## config.mk

```make
export PLATFORM = sky130hd
export DESIGN_NAME = control_unit
export DESIGN_NICKNAME = d
export VERILOG_FILES = /design/src/rtl/cu_pkg.sv /design/src/rtl/control_unit_imm_gen.sv /design/src/rtl/control_unit.sv
export SDC_FILE = /design/constraint.sdc
export NUM_CORES = 1
export LEC_CHECK = 0
export BUFFER_PORTS_ARGS = -buffer_cell sky130_fd_sc_hd__buf_4
export CELL_PAD_IN_SITES_DETAIL_PLACEMENT = 1
export CELL_PAD_IN_SITES_GLOBAL_PLACEMENT = 1
export CORE_ASPECT_RATIO = 1.4
export CORE_UTILIZATION = 26
export CTS_CLUSTER_SIZE = 20
export DETAILED_ROUTE_END_ITERATION = 16
export PLACE_DENSITY_LB_ADDON = 0.12
export SYNTH_ARGS = -nofsm -noshare
export SYNTH_HDL_FRONTEND = slang
export SYNTH_SLANG_ARGS = --single-unit
```

## constraint.sdc

```tcl
create_clock -name clk -period 8.3 [get_ports clk]
set_input_delay 2.075 -clock clk [delete_from_list [all_inputs] [get_ports clk]]
set_output_delay 2.075 -clock clk [all_outputs]
set_load 0.01 [all_outputs]
```

## src/rtl/cu_pkg.sv

```systemverilog
// Shared definitions for the RV32I control unit: opcodes, ALU operation codes,
// write-back select encodings and the reset PC.
package cu_pkg;

  localparam logic [31:0] RESET_PC_DEFAULT = 32'h0000_0000;

  localparam logic [6:0] OP_R      = 7'h33;
  localparam logic [6:0] OP_IMM    = 7'h13;
  localparam logic [6:0] OP_LOAD   = 7'h03;
  localparam logic [6:0] OP_STORE  = 7'h23;
  localparam logic [6:0] OP_BRANCH = 7'h63;
  localparam logic [6:0] OP_JAL    = 7'h6F;
  localparam logic [6:0] OP_JALR   = 7'h67;
  localparam logic [6:0] OP_LUI    = 7'h37;
  localparam logic [6:0] OP_AUIPC  = 7'h17;

  typedef enum logic [3:0] {
    ALU_ADD    = 4'd0,
    ALU_SUB    = 4'd1,
    ALU_SLL    = 4'd2,
    ALU_SLT    = 4'd3,
    ALU_SLTU   = 4'd4,
    ALU_XOR    = 4'd5,
    ALU_SRL    = 4'd6,
    ALU_SRA    = 4'd7,
    ALU_OR     = 4'd8,
    ALU_AND    = 4'd9,
    ALU_PASS_B = 4'd10
  } alu_op_e;

  localparam logic [1:0] WB_ALU = 2'b00;
  localparam logic [1:0] WB_MEM = 2'b01;
  localparam logic [1:0] WB_PC4 = 2'b10;

  // funct7[5] selects SUB only for register-register ops; SRA for both forms.
  function automatic alu_op_e alu_from_funct(input logic [2:0] funct3,
                                             input logic       alt,
                                             input logic       is_r);
    case (funct3)
      3'd0:    return (alt && is_r) ? ALU_SUB : ALU_ADD;
      3'd1:    return ALU_SLL;
      3'd2:    return ALU_SLT;
      3'd3:    return ALU_SLTU;
      3'd4:    return ALU_XOR;
      3'd5:    return alt ? ALU_SRA : ALU_SRL;
      3'd6:    return ALU_OR;
      default: return ALU_AND;
    endcase
  endfunction

endpackage

```

## src/rtl/control_unit_imm_gen.sv

```systemverilog
// Immediate generator: picks the RV32I immediate format from the opcode and
// sign-extends from instruction bit 31.
module imm_gen
  import cu_pkg::*;
(
  input  logic [31:0] instr,
  output logic [31:0] imm
);

  always_comb begin
    case (instr[6:0])
      OP_STORE:        imm = {{20{instr[31]}}, instr[31:25], instr[11:7]};
      OP_BRANCH:       imm = {{19{instr[31]}}, instr[31], instr[7], instr[30:25], instr[11:8], 1'b0};
      OP_LUI, OP_AUIPC: imm = {instr[31:12], 12'h000};
      OP_JAL:          imm = {{11{instr[31]}}, instr[31], instr[19:12], instr[20], instr[30:21], 1'b0};
      default:         imm = {{20{instr[31]}}, instr[31:20]};
    endcase
  end

endmodule

```

## src/rtl/control_unit.sv

```systemverilog
// Single-cycle RV32I control unit: PC register, main decoder, branch resolution.
// Optional macro CU_ILLEGAL_EN flags undecodable instructions and halts the PC.
module control_unit
  import cu_pkg::*;
#(
  parameter logic [31:0] RESET_PC = RESET_PC_DEFAULT
) (
  input  logic        clk,
  input  logic        reset,
  input  logic [31:0] instr,
  input  logic [31:0] rs1_data,
  input  logic [31:0] rs2_data,
  input  logic [31:0] alu_result,
  output logic [31:0] pc,
  output logic [31:0] pc_plus4,
  output logic [31:0] imm,
  output logic [3:0]  alu_op,
  output logic        alu_a_sel,
  output logic        alu_b_sel,
  output logic        reg_write,
  output logic        mem_read,
  output logic        mem_write,
  output logic [1:0]  wb_sel,
  output logic        branch_taken,
  output logic        illegal
);

  logic [31:0] pc_q, pc_d;
  logic [6:0]  opcode;
  logic [2:0]  funct3;
  logic [6:0]  funct7;
  alu_op_e     alu_op_d;
  logic        a_sel_d, b_sel_d, rw_d, mr_d, mw_d, legal_d;
  logic        is_jal_d, is_jalr_d, take_d;
  logic [1:0]  wb_d;
  logic        br_eq, br_lt, br_ltu;
  logic        redirect;
  logic        unused_fields;

  assign opcode = instr[6:0];
  assign funct3 = instr[14:12];
  assign funct7 = instr[31:25];
  assign unused_fields = ^{instr[24:15], instr[11:7], alu_result[0]};

  imm_gen u_imm_gen (
    .instr (instr),
    .imm   (imm)
  );

  assign br_eq  = (rs1_data == rs2_data);
  assign br_lt  = ($signed(rs1_data) < $signed(rs2_data));
  assign br_ltu = (rs1_data < rs2_data);

  // NOTE: every decoder output gets a default first so no path infers a latch.
  always_comb begin
    alu_op_d  = ALU_ADD;
    a_sel_d   = 1'b0;
    b_sel_d   = 1'b0;
    rw_d      = 1'b0;
    mr_d      = 1'b0;
    mw_d      = 1'b0;
    wb_d      = WB_ALU;
    is_jal_d  = 1'b0;
    is_jalr_d = 1'b0;
    take_d    = 1'b0;
    legal_d   = 1'b1;
    case (opcode)
      OP_R: begin
        if (funct7 == 7'h00 || (funct7 == 7'h20 && (funct3 == 3'd0 || funct3 == 3'd5))) begin
          rw_d     = 1'b1;
          alu_op_d = alu_from_funct(funct3, funct7[5], 1'b1);
        end else legal_d = 1'b0;
      end
      OP_IMM: begin
        if ((funct3 == 3'd1 && funct7 != 7'h00) ||
            (funct3 == 3'd5 && funct7 != 7'h00 && funct7 != 7'h20)) begin
          legal_d = 1'b0;
        end else begin
          rw_d     = 1'b1;
          b_sel_d  = 1'b1;
          alu_op_d = alu_from_funct(funct3, funct7[5], 1'b0);
        end
      end
      OP_LOAD: begin
        if (funct3 == 3'd2) begin
          rw_d    = 1'b1;
          mr_d    = 1'b1;
          b_sel_d = 1'b1;
          wb_d    = WB_MEM;
        end else legal_d = 1'b0;
      end
      OP_STORE: begin
        if (funct3 == 3'd2) begin
          mw_d    = 1'b1;
          b_sel_d = 1'b1;
        end else legal_d = 1'b0;
      end
      OP_BRANCH: begin
        case (funct3)
          3'd0:    take_d = br_eq;
          3'd1:    take_d = !br_eq;
          3'd4:    take_d = br_lt;
          3'd5:    take_d = !br_lt;
          3'd6:    take_d = br_ltu;
          3'd7:    take_d = !br_ltu;
          default: legal_d = 1'b0;
        endcase
      end
      OP_JAL: begin
        rw_d     = 1'b1;
        wb_d     = WB_PC4;
        is_jal_d = 1'b1;
      end
      OP_JALR: begin
        if (funct3 == 3'd0) begin
          rw_d      = 1'b1;
          b_sel_d   = 1'b1;
          wb_d      = WB_PC4;
          is_jalr_d = 1'b1;
        end else legal_d = 1'b0;
      end
      OP_LUI: begin
        rw_d     = 1'b1;
        b_sel_d  = 1'b1;
        alu_op_d = ALU_PASS_B;
      end
      OP_AUIPC: begin
        rw_d    = 1'b1;
        a_sel_d = 1'b1;
        b_sel_d = 1'b1;
      end
      default: legal_d = 1'b0;
    endcase
  end

  assign redirect = legal_d & (is_jal_d | is_jalr_d | take_d);
  assign pc_plus4 = pc_q + 32'd4;

  always_comb begin
    pc_d = pc_plus4;
    if (is_jalr_d)                 pc_d = {alu_result[31:1], 1'b0};
    else if (is_jal_d || take_d)   pc_d = pc_q + imm;
`ifdef CU_ILLEGAL_EN
    if (!legal_d)                  pc_d = pc_q;
`endif
  end

  // NOTE: state updates use non-blocking assignments; the async reset loads RESET_PC.
  always_ff @(posedge clk or posedge reset) begin
    if (reset) pc_q <= RESET_PC;
    else       pc_q <= pc_d;
  end

`ifdef CU_ILLEGAL_EN
  assign illegal = ~legal_d;
`else
  assign illegal = 1'b0;
`endif

  // Side-effecting enables drop immediately while reset is held.
  assign pc           = pc_q;
  assign alu_op       = alu_op_d;
  assign alu_a_sel    = a_sel_d;
  assign alu_b_sel    = b_sel_d;
  assign wb_sel       = wb_d;
  assign reg_write    = rw_d & legal_d & ~reset;
  assign mem_read     = mr_d & legal_d & ~reset;
  assign mem_write    = mw_d & legal_d & ~reset;
  assign branch_taken = redirect & ~reset;

endmodule

```

Yosys cells after proc, flatten, opt, wreduce, memory -nomap -nowiden
Cells that the tools add are included.

$lt $le $gt $ge: 2. Reduce and logical (&&, ||, !) cells: 18. Eq/ne operators: 19. $add $sub $neg: 2. Muxes and demuxes: 28. Bitwise gates (word level): 11.

Operators with widths (number): $pmux W31 S4 (1); $lt A32 B32 Y1 (2); $mux W32 (2); $pmux W4 S7 (2); $add A32 B3 Y32 const B (1); $add A32 B32 Y32 (1); $eq A32 B32 Y1 (1); $eq A7 B6 Y1 const B (4); $eq A7 B7 Y1 const B (3); $eq A7 B5 Y1 const B (2); $mux W1 (14); $eq A3 B3 Y1 const B (4); $pmux W1 S6 (2); $pmux W4 S3 (1); $and A1 B1 Y1 (8); $mux W4 (2); $eq A7 B2 Y1 const B (1); $logic_not A7 Y1 (1); $ne A7 B6 Y1 const B (1); $reduce_bool A7 Y1 (1); $eq A3 B2 Y1 const B (2); $pmux W2 S3 (1); $reduce_or A6 Y1 (1); $pmux W1 S5 (1); 11 further kinds (21).

Word-level logic and storage cells: 81. Input bits: 130. Register bits: 32. Output and inout port bits: 109.

Depth between registers and ports, before layout
Gate-level depths: netlist of the first run.

Word-level depth: 8. Mapped depth: 19. Mapped depth without buffers: 18.

By module
A second synthesis of the first run with hierarchy kept.

Cells, all modules: 703. Area, all modules: 5217.5 um^2.

Modules (own cells, without submodules): control_unit (times used 1, area an instance 4824.6 um^2, seq. area each 800.8 um^2, cells each 653); imm_gen (times used 1, area an instance 392.9 um^2, seq. area each 0.0 um^2, cells each 50).

Worst setup path before layout of the first run
Ideal clock, no wire load.

Path type: in2out. Start: input port rs2_data[31]. End: output port branch_taken. Data required time: 6.225 ns. Cell stages on the path: 12. Slack: 2.173 ns. Buffers on the path: 1. Data arrival time: 4.052 ns. Path through: inv_1 > ha_1 > nand4_1 > nor4_2 > nor3b_2 > nand2_1 > xnor2_1 > nor4_1 > a311o_1 > buf_6 > nor2_1 > nor2_1.

Longest elaborated chain between the ends: 7. Elaborated cells between the ends (all ways): 11. Those cells by class: order compare (2); eq/ne (1); mux (2); bitwise (3); reduce/logical (3).

Ends and longest elaborated chain: start, declared (RTL line control_unit.sv:12) `input logic [31:0] rs2_data,`; $lt A32 B32 Y1 (tied with other cells) (RTL line control_unit.sv:52) `assign br_ltu = (rs1_data < rs2_data);`; $logic_not A1 Y1, on equally long branches (RTL line control_unit.sv:105, control_unit.sv:101, control_unit.sv:103); $pmux W1 S6 (*) (RTL line control_unit.sv:99) `case (funct3)`; $mux W1 (*) (RTL line control_unit.sv:67) `case (opcode)`; $or A1 B1 Y1 (*) (RTL line control_unit.sv:136) `assign redirect = legal_d & (is_jal_d | is_jalr_d | take_d);`; $and A1 B1 Y1 (*) (RTL line control_unit.sv:136); $and A1 B1 Y1 (*) (RTL line control_unit.sv:169) `assign branch_taken = redirect & ~reset;`; end, declared (RTL line control_unit.sv:24) `output logic branch_taken,`.

Mark *: on every way between the ends. The rest lies on a longest branch, timed or not.

Final worst setup path of the first run
Ends and elaborated chain as after synthesis.

==> impl_metrics.py, run 1 <==
metrics = {
    "outcome": {
        "status": "completed",
    },
    "hold_path": {
        "holdPathStages": 2,
        "holdCritStartpoint": "pc[0]",
        "hold_class": "flip-flop to flip-flop",
        "hold_end": "pc[0]",
    },
    "logic_synthesis": {
        "seq_area_frac_synth_pct": 16.1,
        "synth_ff_type": "dfrtp_1",
        "syn-num-nets": 839,
        "synthArstFlopShare_pct": 100,
        "yosysWarningCount": 0,
        "syn-cell-area_mm2": 0.00496,
        "ys_ff_latch": 32,
        "synth_edf_count": 0,
        "avgSynthCellArea_um2": 7.71,
        "syn_inst": 644,
        "synth_cell_types": 65,
    },
    "die": {
        "coreArea_mm2": 0.0187,
        "die_w_um": 119,
        "fp.dieArea_mm2": 0.0197,
        "initial_core_util_pct": 26.6,
        "io_pins": 239,
        "rows": 59,
        "die_h_um": 165,
    },
    "sta": {
        "fin_crit_sh_pct": 81.4,
        "finalHoldViolations": 0,
        "finalMaxSlewViolations": 0,
        "setup_violations": 0,
        "maxSlewHeadroom_pct": 20.8,
        "min_period_ns": 6.75,
        "tightestPinTransition_ns": 1.18,
        "fmax_mhz": 148,
        "finClkSkew_ns": 0.00921,
        "tns_ns": 0,
        "grt_setup_unrepaired": "no",
    },
    "run": {
        "drv_cap": 0,
    },
    "place": {
        "dpl_cell_area_mm2": 0.00694,
        "port_buffers": 236,
        "gp_routability_congestion": 0.846,
        "dp_hpwl_um": 17600,
    },
    "worst_setup_path": {
        "reg2regPathDepth": 12,
        "crit_type": "input port to output pin",
        "r2r_slack_ns": 5.08,
        "crit_fanout": 3,
        "max_stage_delay_ns": 0.41,
        "worstPathArrival_ns": 4.68,
        "crit_chain": "buf_4, inv_1, ha_1, nand4_1, nor4_2, nor3b_2, nand2_1, xnor2_1, nor4_1, a311o_1, nor2_1, nor2_1, buf_4",
        "required_ns": 6.23,
        "r2r-end": "pc[26]",
        "crit_path_start_kind": "input port",
        "reg2reg_from": "pc[0]",
        "crit_slowest_cell": "nor2_1",
        "end_kind": "output pin",
    },
    "clock_tree": {
        "insertion_delay_ns": 0.29,
        "numCtsBuffers": 5,
        "clockRootBuffer": "clkbuf_16",
        "cts_resized": 0,
        "post-cts-setup-buffers": 0,
        "cts_tree": "yes",
        "cts_hold_buffers": 0,
        "clockBufferDepth": 2,
        "clkTransAtPathRegs_ns": 0.07,
        "h-tree-depth": 2,
        "clock_sinks": 32,
    },
    "power": {
        "p_int_w": 0.000903,
        "netSwitchingPower_w": 0.000743,
        "clkPwrFrac_pct": 13.8,
        "combPwrFrac_pct": 66.6,
        "pwr-share-seq_pct": 19.6,
        "powerDensity_mw_per_mm2": 232,
        "swShare_pct": 45.2,
        "ir_drop_mv": 0.0886,
        "leakage_nw": 3.74,
    },
    "cells_and_area": {
        "mostFrequentLayoutCells": "buf_4 (242), ha_1 (64), inv_1 (53)",
        "fin_area_mm2": 0.00710,
        "drive_gt1_share_pct": 30.0,
        "final_common_cell": "buf_4",
        "largest_reg_flops": 32,
        "nets": 1063,
        "antennaDiodeCount": 0,
        "area_delta_synth_final_pct": 43.1,
    },
    "drt": {
        "top_layer": "met4",
        "wl_met1_um": 8110,
        "vias_per_cell": 5.15,
        "routed_wl_um": 21300,
        "drtIter0Drc": 221,
        "wl_met3_um": 1220,
        "drcViolationCount": 0,
        "postRouteAntennaNets": 0,
        "wl_met2_um": 11500,
        "wl_per_cell_um": 19.1,
        "drtPass1Iterations": 4,
        "num_vias": 5731,
    },
    "global_route": {
        "grt_pass1_wl_um": 33200,
        "grt_overflow_total": 0,
        "grt_pass1_vias": 6318,
        "grt_usage_pct": 21.7,
        "grt_max_degree": 37,
        "grt_antenna_before_repair": 0,
    },
}
[stage by stage]
stage	util [%]	total power (W)	setup WS, ns	std cells	hold slack (ns)
after floorplan	-	0.000987	2.17	644	0.602
after global placement	37.1	0.00140	1.53	1105	0.617
after detailed placement	37.1	0.00142	1.49	1105	0.640
after CTS	38.0	0.00166	1.49	1113	0.664
after global routing	38.0	0.00178	1.39	1113	0.692
final	38.0	0.00165	1.55	1113	0.655
[synth_stat cells, types with 12 or more instances]
library cell	n	area share, %
a21o_1	38	5.7
a21oi_1	45	4.5
a221o_1	18	3.6
and2_1	12	1.5
and3_1	28	3.5
clkbuf_1	15	1.1
dfrtp_1	32	16
ha_1	64	16
inv_1	53	4.0
nand2_1	45	3.4
nand3_1	17	1.7
nand4_1	17	2.1
nor2_1	51	3.9
nor3_1	14	1.4
o21ai_0	24	2.4
xnor2_1	41	7.2
xor2_1	20	3.5
[how the worst max path moves through the flow]
stage | depth (start not counted) | startpoint | endpoint
5_1_grt | 13 | rs2_data[31] | branch_taken
4_1_cts | 13 | rs2_data[31] | branch_taken
3_3_place_gp | 12 | rs1_data[9] | branch_taken
3_5_place_dp | 13 | rs2_data[31] | branch_taken
2_1_floorplan | 12 | rs2_data[31] | branch_taken
6_report | 13 | rs2_data[31] | branch_taken
[worst max-delay path: cells and delay by family]
family,cells,cell delay [ns]
AOI/OAI and AO/OA,1,0.35
buffers and inverters,3,0.27
adders and majority gates,1,0.31
and+or+nand+nor,7,1.50
xor gates and xnor gates,1,0.17
[power by group through the flow]
stage	clock network (W)	logic (W)	registers [W]
final	0.000228	0.00110	0.000322
after detailed placement	0	0.00110	0.000323
after global placement	0	0.00108	0.000322
after CTS	0.000234	0.00111	0.000321
after global routing	0.000239	0.00121	0.000333
after floorplan	0	0.000668	0.000320
[area by class of cell]
| cell class | count | area (um^2) |
|---|---|---|
| Tap cell | 244 | 305 |
| Clock buffer | 6 | 129 |
| Timing Repair Buffer | 242 | 1820 |
| Fill cell | 2285 | 11600 |
| Inverter | 53 | 199 |
| Sequential cell | 32 | 801 |
| Multi-Input combinational cell | 534 | 3810 |
| Clock inverter | 2 | 35.0 |
[kinds of logic after synthesis]
group,Yosys count,share of synthesized area [%]
DFF,32,16.1
muxes,4,0.807
buffers and inverters,78,7.01
xor gates and xnor gates,61,10.8
other,1,0.0756
and+or+nand+nor,215,21.9
AOI/OAI and AO/OA,188,26.7
adders and majority gates,65,16.5
[metal layers]
metal | up-vias | GRT usage [%]
li1 | 2801 | -
met1 | 2741 | 22.7
met5 | - | 0
met3 | 21 | 4.46
met4 | 0 | 6.56
met2 | 168 | 42.8
Power figures use the tool's default switching activity.
==> run 2, diff against run 1 <==
Clock period 8.3 ns to 6.35 ns, I/O delays scaled along.
==> run 2 against run 1 <==
Compared with the run above: register-to-register slack worse by 2.0 ns; critical path depth did not move; routed wire length increased by 0.27%; combinational power grew 31%; design area grew 0.58%; critical endpoint unchanged.
==> impl_metrics.py, run 2 (same netlist as run 1, synthesis figures left out) <==
metrics = {
    "sta": {
        "fmax_mhz": 173,
        "finalMaxSlewViolations": 0,
        "maxSlewHeadroom_pct": 23.0,
        "finalHoldViolations": 0,
        "tns_ns": 0,
        "worst_slack_ns": 0.553,
        "min_period_ns": 5.80,
        "grt_setup_unrepaired": "no",
        "tightestPinTransition_ns": 1.15,
        "setup_violations": 0,
        "fin_crit_sh_pct": 91.3,
        "finClkSkew_ns": 0.0101,
    },
    "cells_and_area": {
        "antennaDiodeCount": 0,
        "mostFrequentLayoutCells": "buf_4 (245), ha_1 (64), inv_1 (53)",
        "final_cells": 1116,
        "drive_gt1_share_pct": 30.4,
        "area_delta_synth_final_pct": 43.9,
        "multi_input_area_mm2": 0.00381,
        "final_common_cell": "buf_4",
        "nets": 1066,
        "regArea_um2": 801,
        "fill_cells": 2322,
        "largest_reg_flops": 32,
    },
    "place": {
        "post-place-ws_ns": 0.494,
        "dp_cells": 1108,
        "dp_hpwl_um": 17800,
        "gp_routability_congestion": 0.841,
        "port_buffers": 236,
    },
    "worst_setup_path": {
        "end_kind": "output pin",
        "crit_fanout": 3,
        "worstPathArrival_ns": 4.21,
        "crit_path_start_kind": "input port",
        "required_ns": 4.76,
        "crit_type": "input port to output pin",
    },
    "power": {
        "ir_drop_mv": 0.0976,
        "leakage_nw": 3.76,
        "powerDensity_mw_per_mm2": 304,
    },
    "clock_tree": {
        "clkTransAtPathRegs_ns": 0.07,
        "post-cts-setup-buffers": 0,
        "numCtsBuffers": 5,
        "clock_sinks": 32,
        "cts_tree": "yes",
        "cts_hold_buffers": 0,
        "h-tree-depth": 2,
        "insertion_delay_ns": 0.29,
        "clockBufferDepth": 2,
        "clockRootBuffer": "clkbuf_16",
        "cts_resized": 0,
    },
    "drt": {
        "routed_wl_um": 21300,
        "vias_per_cell": 5.14,
        "drcViolationCount": 0,
        "num_vias": 5738,
        "drtPass1Iterations": 6,
        "wl_per_cell_um": 19.1,
        "drtIter0Drc": 236,
        "postRouteAntennaNets": 0,
    },
    "global_route": {
        "grt_pass1_vias": 6334,
        "grt_pass1_wl_um": 33200,
        "grt_max_degree": 37,
        "grt_antenna_before_repair": 0,
        "grt_usage_pct": 21.6,
        "grt_overflow_total": 0,
    },
    "die": {
        "fp.dieArea_mm2": 0.0197,
        "io_pins": 239,
        "die_w_um": 119,
        "rows": 59,
        "initial_core_util_pct": 26.6,
        "die_h_um": 165,
        "coreArea_mm2": 0.0187,
    },
    "hold_path": {
        "hold_class": "flip-flop to flip-flop",
    },
    "run": {
        "drv_cap": 0,
    },
    "outcome": {
        "status": "completed",
    },
}
run 2: final timing paths:
check | to | depth (start not counted) | slack (ns) | from
setup / recovery | branch_taken | 13 | 0.55 | rs2_data[31]
hold / removal | pc[0] | 2 | 0.64 | pc[0]
setup reg to reg | pc[31] | 10 | 3.08 | pc[2]
hold reg to reg | pc[0] | 2 | 0.64 | pc[0]
max in group asynchronous | pc[21] | 3 | 4.23 | reset
min in group asynchronous | pc[31] | 2 | 1.38 | reset
run 2: cell type report:
class | count | area share (%)
timing repair buffer | 245 | 25.8
clock inverter | 1 | 0.421
inverter | 53 | 2.79
sequential | 32 | 11.2
clock buffer | 7 | 2.14
multi-input combinational | 534 | 53.4
tap | 244 | 4.28
run 2: stage by stage:
step	total power (W)	hold WS [ns]	util, %	instance area (um^2)
4_1_cts	0.00220	0.654	38.2	7140
3_5_place_dp	0.00186	0.635	37.3	6960
2_1_floorplan	0.00129	0.602	-	4960
3_3_place_gp	0.00183	0.617	37.3	6960
5_1_grt	0.00235	0.710	38.2	7140
6_report	0.00217	0.638	38.2	7140
run 2: layer usage:
metal | up-vias | GRT usage (%) | part of all wire (%)
met5 | - | 0 | 0
met4 | 0 | 5.41 | 1.7
met3 | 17 | 3.78 | 5.8
met2 | 181 | 43.1 | 54
met1 | 2744 | 23.2 | 38
li1 | 2796 | - | -
run 2: critical path, stage by stage:
cell     delay (ns)
buf_4          0.08
inv_1          0.04
ha_1           0.32
nand4_1        0.15
nor4_2         0.34
nor3b_2        0.29
nand2_1        0.12
xnor2_1        0.20
nor4_1         0.09
a311o_1        0.34
nor2_1         0.39
nor2_1         0.10
buf_4          0.16
run 2: where the power goes:
group	total (W)	internal, W	switching [W]
Sequential	0.000417	0.000281	0.000136
Clock	0.000318	0.000207	0.000111
Combinational	0.00144	0.000714	0.000722
Total	0.00217	0.00120	0.000969
==> run 3, diff against run 2 <==
--- a/constraint.sdc
+++ b/constraint.sdc
@@ -3,2 +3,2 @@
 set_output_delay 1.5875 -clock clk [all_outputs]
-set_load 0.01 [all_outputs]
+set_load 0.02 [all_outputs]
==> run 3 against run 2 <==
Compared with the run above: count of clock-buffer cells in the layout decreased by 1; final cell count unchanged; worst setup slack better by 0.0079 ns; maximum frequency is 0.14% higher; largest cell class unchanged; first-iteration DRC count down 11%; power up 5.6%; sequential share of layout area is essentially flat; via count rose by 0.85%; highest routed layer unchanged; critical endpoint unchanged.
==> impl_metrics.py, run 3 (same netlist as run 1, synthesis figures left out) <==
metrics = {
    "global_route": {
        "grt_pass1_wl_um": 32800,
        "grt_max_degree": 37,
        "grtUsageMet3_pct": 4.16,
        "grtUsageMet2_pct": 43.0,
        "busiest_layer": "met2",
        "grt_antenna_before_repair": 0,
        "use_met1_pct": 22.4,
        "grt_overflow_total": 0,
        "grt_usage_pct": 21.4,
        "grt_pass1_vias": 6273,
    },
    "worst_setup_path": {
        "end_kind": "output pin",
        "worstPathArrival_ns": 4.20,
        "crit_slowest_cell": "nor4_1",
        "crit_type": "input port to output pin",
        "crit_chain": "buf_4, inv_1, ha_1, nand4_1, nor4_1, nand2_1, xnor2_1, nor4_1, a311o_1, nor2_1, nor2_1, buf_4",
        "crit_fanout": 3,
        "max_stage_delay_ns": 0.57,
        "crit_path_start_kind": "input port",
        "required_ns": 4.76,
    },
    "die": {
        "coreArea_mm2": 0.0187,
        "io_pins": 239,
        "rows": 59,
        "fp.dieArea_mm2": 0.0197,
        "die_w_um": 119,
        "initial_core_util_pct": 26.6,
        "die_h_um": 165,
    },
    "power": {
        "ir_drop_mv": 0.117,
        "leakage_nw": 3.75,
        "powerDensity_mw_per_mm2": 322,
    },
    "place": {
        "dp_cells": 1108,
        "gp_routability_congestion": 0.841,
        "port_buffers": 236,
        "dp_hpwl_um": 17700,
        "dpl_cell_area_mm2": 0.00696,
    },
    "sta": {
        "grt_setup_unrepaired": "no",
        "tightestPinTransition_ns": 1.13,
        "maxSlewHeadroom_pct": 24.3,
        "fin_crit_sh_pct": 91.2,
        "min_period_ns": 5.79,
        "finalMaxSlewViolations": 0,
        "finClkSkew_ns": 0.00651,
        "tns_ns": 0,
        "fmax_mhz": 173,
        "finalHoldViolations": 0,
        "hold-worst-slack_ns": 0.636,
        "setup_violations": 0,
    },
    "drt": {
        "postRouteAntennaNets": 0,
        "vias_per_cell": 5.19,
        "wl_per_cell_um": 19.1,
        "routed_wl_um": 21300,
        "num_vias": 5787,
        "drtIter0Drc": 209,
        "drtPass1Iterations": 6,
        "drcViolationCount": 0,
    },
    "clock_tree": {
        "h-tree-depth": 2,
        "numCtsBuffers": 5,
        "cts_resized": 0,
        "cts_tree": "yes",
        "clock_sinks": 32,
        "clkTransAtPathRegs_ns": 0.06,
        "clockBufferDepth": 2,
        "cts_hold_buffers": 0,
        "insertion_delay_ns": 0.28,
        "post-cts-setup-buffers": 0,
        "clockRootBuffer": "clkbuf_16",
    },
    "cells_and_area": {
        "final_util_pct": 38.1,
        "antennaDiodeCount": 0,
        "mostFrequentLayoutCells": "buf_4 (245), ha_1 (64), inv_1 (53)",
        "final_cells": 1116,
        "fin_area_mm2": 0.00712,
        "drive_gt1_share_pct": 30.3,
        "nets": 1066,
        "fill_cells": 2309,
        "area_delta_synth_final_pct": 43.5,
        "final_common_cell": "buf_4",
        "largest_reg_flops": 32,
    },
    "run": {
        "drv_cap": 0,
    },
    "outcome": {
        "status": "completed",
    },
    "hold_path": {
        "hold_class": "flip-flop to flip-flop",
    },
}
## run 3: cell count changes in the layout (fill, tap and decap cells not counted), sizes merged
cell	previous run	this run
clkbuf	7	6
clkinv	0	1
## run 3: final timing paths
path                                    from      endpoint  slack (ns)  cells after the start
worst max-delay path            rs2_data[14]  branch_taken        0.56                     12
worst min-delay path                   pc[0]         pc[0]        0.64                      2
worst max register to register         pc[2]        pc[31]        3.03                     10
worst min register to register         pc[0]         pc[0]        0.64                      2
max in group asynchronous              reset        pc[11]        4.26                      3
min in group asynchronous              reset        pc[31]        1.36                      2
## run 3: worst max-delay path: cells and delay by family
kind	cells	cell delay, ns
XOR/XNOR	1	0.17
AND/OR/NAND/NOR	6	1.52
buffers and inverters	3	0.29
adder cells (fa/ha/maj)	1	0.30
AO/OA/AOI/OAI	1	0.35
## run 3: cell type report
type / instances / area [um^2] / area share (%)
repair buffers: 245 / 1840 / 25.8
multi-input cells: 534 / 3810 / 53.5
clock inverters: 2 / 35.0 / 0.492
flip-flops and latches: 32 / 801 / 11.2
well taps: 244 / 305 / 4.29
inverters: 53 / 199 / 2.79
clock buffers: 6 / 129 / 1.81
## run 3: metrics by stage
| step | setup WS [ns] | power [W] |
|---|---|---|
| floorplan | 0.864 | 0.00143 |
| global placement | 0.530 | 0.00197 |
| detailed placement | 0.486 | 0.00201 |
| CTS | 0.482 | 0.00232 |
| global route | 0.323 | 0.00247 |
| finish | 0.561 | 0.00229 |
## run 3: per-layer routing
| layer | share of wire [%] | routed length [um] |
|---|---|---|
| met5 | 0 | 0 |
| met4 | 1.9 | 412 |
| met3 | 5.5 | 1160 |
| met2 | 54 | 11600 |
| met1 | 38 | 8120 |
## run 3: power by group
group	internal [W]	switching [W]	total, W
clock network	0.000185	0.000108	0.000293
logic	0.000720	0.000863	0.00158
registers	0.000281	0.000136	0.000417
total	0.00119	0.00111	0.00229
